File: src/rtl/shift_sequencer_pkg.sv
// Shared constants and types for the iterative barrel-shift sequencer.
// Holds the operand/shift-amount widths, shift-code values, FSM encodings and clamp limits.
// Imported by shift_sequencer and shift_step; no logic lives here.
package shift_sequencer_pkg;

    localparam int SHIFTCODEW = 2;
    localparam int FULLW_DEF  = 32;
    localparam int WIDTH_DEF  = 8;

    // Remaining-count register must hold the largest effective count (33).
    localparam int CNTW = 6;
    // ROR reduces the amount modulo 32, i.e. keeps the low 5 bits.
    localparam int ROTW = 5;

    // Saturation limits for register-specified shift amounts.
    localparam int unsigned CLAMP_ASR  = 32;
    localparam int unsigned CLAMP_LONG = 33;

    typedef enum logic [SHIFTCODEW-1:0] {
        SC_LSL = 2'd0,
        SC_LSR = 2'd1,
        SC_ASR = 2'd2,
        SC_ROR = 2'd3
    } shift_code_e;

    typedef enum logic [1:0] {
        ST_IDLE  = 2'd0,
        ST_SHIFT = 2'd1,
        ST_DONE  = 2'd2
    } state_e;

endpackage

File: src/rtl/shift_step.sv
// Combinational shift step: 1 bit, or 4 bits when step4 is set (SHIFTSEQ_FAST4_EN builds only).
// Latency: 0 cycles (pure combinational).
// Backpressure: none; the caller decides when the step result is registered.
// Ports: value_in/code/carry_in -> value_out/carry_out (carry = last bit shifted out).
module shift_step
    import shift_sequencer_pkg::*;
#(
    parameter int FULLW = FULLW_DEF
) (
    input  logic [FULLW-1:0] value_in,
    input  shift_code_e      code,
    input  logic             carry_in,
`ifdef SHIFTSEQ_FAST4_EN
    input  logic             step4,
`endif
    output logic [FULLW-1:0] value_out,
    output logic             carry_out
);

    // One-bit step; returns {carry, value}.
    function automatic logic [FULLW:0] step1(input logic [FULLW-1:0] v,
                                             input shift_code_e      c,
                                             input logic             ci);
        case (c)
            SC_LSL:  step1 = {v, 1'b0};
            SC_LSR:  step1 = {v[0], 1'b0, v[FULLW-1:1]};
            SC_ASR:  step1 = {v[0], v[FULLW-1], v[FULLW-1:1]};
            SC_ROR:  step1 = {v[0], v[0], v[FULLW-1:1]};
            // Unreachable encodings leave value and carry untouched.
            default: step1 = {ci, v};
        endcase
    endfunction

    logic [FULLW:0] acc;

    always_comb begin
        acc = step1(value_in, code, carry_in);
`ifdef SHIFTSEQ_FAST4_EN
        if (step4) begin
            for (int i = 1; i < 4; i++) begin
                acc = step1(acc[FULLW-1:0], code, acc[FULLW]);
            end
        end
`endif
        carry_out = acc[FULLW];
        value_out = acc[FULLW-1:0];
    end

endmodule

File: src/rtl/shift_sequencer.sv
// Iterative ARM-style register-specified shifter (LSL/LSR/ASR/ROR) with carry-out.
// Latency: N+1 cycles from the accept cycle (N = effective count); SHIFTSEQ_FAST4_EN: floor(N/4)+(N mod 4)+1.
// Backpressure: valid/ready both sides; one request in flight, result held in DONE until out_ready.
// Ports: clk, rst_n (async active-low), flush; in_valid/in_ready/operand/shiftcode/shiftby/carry_in;
//        out_valid/out_ready/result/carry_out; busy. Macro SHIFTSEQ_FAST4_EN enables 4-bit steps.
module shift_sequencer
    import shift_sequencer_pkg::*;
#(
    parameter int FULLW = FULLW_DEF,
    parameter int WIDTH = WIDTH_DEF
) (
    input  logic                  clk,
    input  logic                  rst_n,
    input  logic                  flush,
    input  logic                  in_valid,
    output logic                  in_ready,
    input  logic [FULLW-1:0]      operand,
    input  logic [SHIFTCODEW-1:0] shiftcode,
    input  logic [WIDTH-1:0]      shiftby,
    input  logic                  carry_in,
    output logic                  out_valid,
    input  logic                  out_ready,
    output logic [FULLW-1:0]      result,
    output logic                  carry_out,
    output logic                  busy
);

    localparam logic [WIDTH-1:0] LIM_LONG_W = WIDTH'(CLAMP_LONG);
    localparam logic [WIDTH-1:0] LIM_ASR_W  = WIDTH'(CLAMP_ASR);

    state_e            state;
    shift_code_e       code_q;
    logic [CNTW-1:0]   cnt_q;
    logic [FULLW-1:0]  val_q;
    logic              c_q;

    logic [CNTW-1:0]   n_eff;
    logic [CNTW-1:0]   step_amt;
    logic [FULLW-1:0]  step_val;
    logic              step_c;

    // Effective count: saturate LSL/LSR/ASR, fold ROR into 1..32.
    always_comb begin
        n_eff = '0;
        case (shift_code_e'(shiftcode))
            SC_LSL, SC_LSR: n_eff = (shiftby > LIM_LONG_W) ? CNTW'(CLAMP_LONG) : shiftby[CNTW-1:0];
            SC_ASR:         n_eff = (shiftby > LIM_ASR_W)  ? CNTW'(CLAMP_ASR)  : shiftby[CNTW-1:0];
            SC_ROR: begin
                if (shiftby == '0)
                    n_eff = '0;
                else if (shiftby[ROTW-1:0] == '0)
                    n_eff = CNTW'(CLAMP_ASR);
                else
                    n_eff = CNTW'(shiftby[ROTW-1:0]);
            end
            default:        n_eff = '0;
        endcase
    end

`ifdef SHIFTSEQ_FAST4_EN
    logic step4;
    assign step4    = (cnt_q >= CNTW'(4));
    assign step_amt = step4 ? CNTW'(4) : CNTW'(1);
`else
    assign step_amt = CNTW'(1);
`endif

    shift_step #(.FULLW(FULLW)) u_step (
        .value_in  (val_q),
        .code      (code_q),
        .carry_in  (c_q),
`ifdef SHIFTSEQ_FAST4_EN
        .step4     (step4),
`endif
        .value_out (step_val),
        .carry_out (step_c)
    );

    // Reset gates in_ready so nothing is accepted while rst_n is low.
    assign in_ready  = rst_n && (state == ST_IDLE) && !flush;
    assign out_valid = (state == ST_DONE);
    assign busy      = (state != ST_IDLE);
    assign result    = val_q;
    assign carry_out = c_q;

    always_ff @(posedge clk or negedge rst_n) begin
        if (!rst_n) begin
            state  <= ST_IDLE;
            code_q <= SC_LSL;
            cnt_q  <= '0;
            val_q  <= '0;
            c_q    <= 1'b0;
        end else if (flush) begin
            state <= ST_IDLE;
        end else begin
            case (state)
                ST_IDLE: begin
                    if (in_valid && in_ready) begin
                        val_q  <= operand;
                        code_q <= shift_code_e'(shiftcode);
                        c_q    <= carry_in;
                        cnt_q  <= n_eff;
                        state  <= (n_eff == '0) ? ST_DONE : ST_SHIFT;
                    end
                end
                ST_SHIFT: begin
                    val_q <= step_val;
                    c_q   <= step_c;
                    cnt_q <= cnt_q - step_amt;
                    if (cnt_q == step_amt)
                        state <= ST_DONE;
                end
                ST_DONE: begin
                    if (out_ready)
                        state <= ST_IDLE;
                end
                default: state <= ST_IDLE;
            endcase
        end
    end

endmodule

File: config.mk
export PLATFORM = sky130hd
export DESIGN_NAME = shift_sequencer
export DESIGN_NICKNAME = d
export VERILOG_FILES = /design/src/rtl/shift_sequencer_pkg.sv /design/src/rtl/shift_step.sv /design/src/rtl/shift_sequencer.sv
export SDC_FILE = /design/constraint.sdc
export NUM_CORES = 1
export LEC_CHECK = 0
export BUFFER_PORTS_ARGS = -buffer_cell sky130_fd_sc_hd__buf_2
export CAP_MARGIN = 15
export CORE_ASPECT_RATIO = 0.6
export CORE_UTILIZATION = 25
export DETAILED_ROUTE_END_ITERATION = 8
export GPL_TIMING_DRIVEN = 0
export PLACE_DENSITY = 0.44
export SLEW_MARGIN = 40
export SYNTH_ARGS = -nofsm -noshare
export SYNTH_HDL_FRONTEND = slang
export SYNTH_SLANG_ARGS = --single-unit
export TNS_END_PERCENT = 100
File: constraint.sdc
create_clock -name clk -period 1.6 [get_ports clk]
set_input_delay 0.16 -clock clk [delete_from_list [all_inputs] [get_ports clk]]
set_output_delay 0.16 -clock clk [all_outputs]
set_load 0.1 [all_outputs]
==> results.md <==
- TritonCTS Buffers: 5
- Syn. warnings: 0
- DP HPWL: 6705 um
- Power per cell area: roughly 1800 nW/um^2
- Die X: ~140 um
- Area delta synth->final: 32.00%
- Synth Net Count: around 350
- Worst setup SP type: register
- Port Buffers: 83
- Max-cap violation count: 0
- Slew Limit Fails: 0
- Avg Vias per Cell: a little over 5
- Initial drt markers: between 100 and 150
- CTS tree: yes
- # fillers: ~1100
- List of most frequent post-synthesis cells: dfrtp_1 (43), nor2_1 (43), nand2_1 (37), o21ai_0 (37)
- Status: finished, violations left
- Clk_skew: approximately 0.0067 ns
- Die Ht: about 84 um
- Synth unique cells: between 40 and 50
- # diodes: 0
- Pin count of the biggest net entering global routing: between 40 and 50
- Highest routed layer: met4
- Met1 WL: ~5000 um
- Total congestion overflow: 0
- Failing checks: design-rule violations, negative hold slack, negative setup slack
- Final setup viols: 1
- Upper clock frequency limit: 612.3 MHz
- Clock Path Buffers: 2
- Overall power: approximately 6.7 mW
- First-pass GRT wire length: roughly 15000 um
- Setup CP Type: register to output pin
- ANT nets after route: 0
- Req. time, crit path: about 1.4 ns
- Total number of vias: ~2800
- Top Ports: between 80 and 90
- Area leader, netlist: dfrtp_1
- Share of flip-flops with an asynchronous set or reset: 100.0%
- Total GRT Usage: between 15 and 20%
- Post-synth EDFFs: 0
- Peak VDD IR: slightly below 0.8 mV
- Drt pass-1 iters: 6
- Ys flop type: dfrtp_1
- Sequential area share after synthesis: 38.17%
- Clock-pin slew on the worst setup and hold paths: approximately 0.07 ns
- Worst Hold Class: input port to async pin
- Full die area: about 12000 sq um
- DRC: 2
- Synth area leaders: dfrtp_1 (38%), a311oi_2 (17%), a21o_1 (8.3%)
- Worst setup margin: -0.03308 ns
- Critical Path AT: around 1.5 ns
- R2R Setup Slk: ~0.030 ns
- Num rows: 29
- Leak pwr: 1.672 nW
- Final hold slack: -0.1995 ns
- Clock latency on the worst-skew pair: around 0.29 ns
- WL final: about 9200 um
- Worst slew pin tran: about 0.54 ns
- Minimum clock period: about 1.6 ns
- Crit. End Element: output pin
- Crit Path Max Fanout: 9
- Gate Count Post-Synth: 304
- Synth top area share: 38.17%
- Routed len/inst: about 17 um
- Period utilisation layout: 102.1%
- CORE AREA: about 11000 sq um
- Avg Cell Area, Syn: 9.273 sq um
- Final Hold Viols: 43
- # clock sinks: 43
- Initial core utilization: 26.16%
- GP Congestion: roughly 0.83
- Yosys reg bits: 43
- H-tree level count: 2
- Mapped Area: 2819 sq um
- Vias in the first global route: between 2000 and 3000
- Slew headroom: a little under two thirds
- Fraction of layout cells with a size suffix above 1: between 40 and 50%
- Register area: ~1100 sq um
- Net count, final: between 400 and 500
- Routed wl met2: roughly 3700 um
- Clock Tree Root: clkbuf_16
- Initial antenna violation count: 0
- RSZ-0062 raised after global routing: yes
- Metal3 WL: between 400 and 500 um
- Area of the multi-input gates: roughly 1600 sq um
per-layer routing:
metal	vias up	track usage (%)
met1	1351	25.40
li1	1321	-
met3	5	3.309
met2	84	22.77
met5	-	0
met4	0	2.727
power breakdown:
group / internal, mW / switching (mW) / leakage (nW) / total, mW
combinational: 0.801 / 2.95 / 1.11 / 3.76
clock: 0.620 / 0.436 / 0.0739 / 1.06
sequential: 1.47 / 0.424 / 0.492 / 1.89
total: 2.89 / 3.81 / 1.67 / 6.70
worst paths after layout:
| kind | startpoint | to | cells after the start |
|---|---|---|---|
| setup / recovery | state[0]$_DFFE_PN0P_ | in_ready | 3 |
| hold reg to reg | carry_out$_DFFE_PN0P_ | carry_out$_DFFE_PN0P_ | 1 |
| min in group clk | shiftby[4] | cnt_q[4]$_DFFE_PN0P_ | 2 |
| max in group asynchronous | rst_n | result[12]$_DFFE_PN0P_ | 1 |
| setup reg to reg | state[1]$_DFFE_PN0P_ | cnt_q[5]$_DFFE_PN0P_ | 5 |
| hold / removal | rst_n | cnt_q[5]$_DFFE_PN0P_ | 1 |
critical path: stages (launching register included):
cell	delay [ns]
dfrtp_2	0.46
buf_4	0.16
nor4b_4	0.29
buf_6	0.28
registers in the layout, indices dropped and copies added (netlist names):
signal,count
carry_out,1
cnt_q,6
code_q,2
result,32
state,2
kinds of logic (layout without fill, tap and decap cells):
| logic type | after synthesis | count (layout) | synth area share, % |
|---|---|---|---|
| flip-flops | 43 | 43 | 38.17 |
| AO/OA/AOI/OAI | 124 | 124 | 37.64 |
| buffers and inverters | 29 | 122 | 5.681 |
| multiplexers | 2 | 2 | 0.7989 |
| adder cells (fa/ha/maj) | 2 | 2 | 0.8876 |
| AND/OR/NAND/NOR | 104 | 104 | 16.82 |
layout make-up:
type / instances / area share [%]
multi-input combinational: 232 / 43.88
sequential: 43 / 30.03
timing repair buffer: 85 / 12.14
buffer: 25 / 4.909
tap: 139 / 4.674
clock buffer: 7 / 3.833
inverter: 4 / 0.4035
clock inverter: 1 / 0.1345
through the flow:
step | utilization (%) | std cells | area [sq um] | setup TNS, ns | worst slack [ns]
3_3_place_gp | 32.11 | 526 | 3461 | -30.38 | -0.7704
2_1_floorplan | - | 304 | 2872 | -3.625 | -0.6730
6_report | 34.53 | 536 | 3721 | -0.03308 | -0.03308
5_1_grt | 34.53 | 536 | 3721 | -0.3151 | -0.07671
4_1_cts | 33.89 | 534 | 3652 | 0 | 0.001098
3_5_place_dp | 32.14 | 526 | 3463 | -14.08 | -0.4094
cell usage in the layout, fill, tap and decap left out, drive strengths merged, types with 2 or more instances in the layout:
cell     n
nor2b    2
ha       2
or2      2
o311ai   2
nand2b   2
nor3b    2
buf     98
nor2    43
a311oi  31
dfrtp   43
o221ai   4
nand2   37
mux2     2
clkbuf  19
nor3     4
o21ai   41
inv      4
a21boi   2
a21o    31
a31oi    3
a21oi    5
nand3    3
timing repair:
item                       CTS  global route
pin swaps                    0             0
gates cloned                 0             0
hold endpoints to repair    43            43
resized for setup           18            28
setup endpoints to repair   40            39
buffers inserted             0             2
No activity file was read; power rests on OpenSTA's default activity.
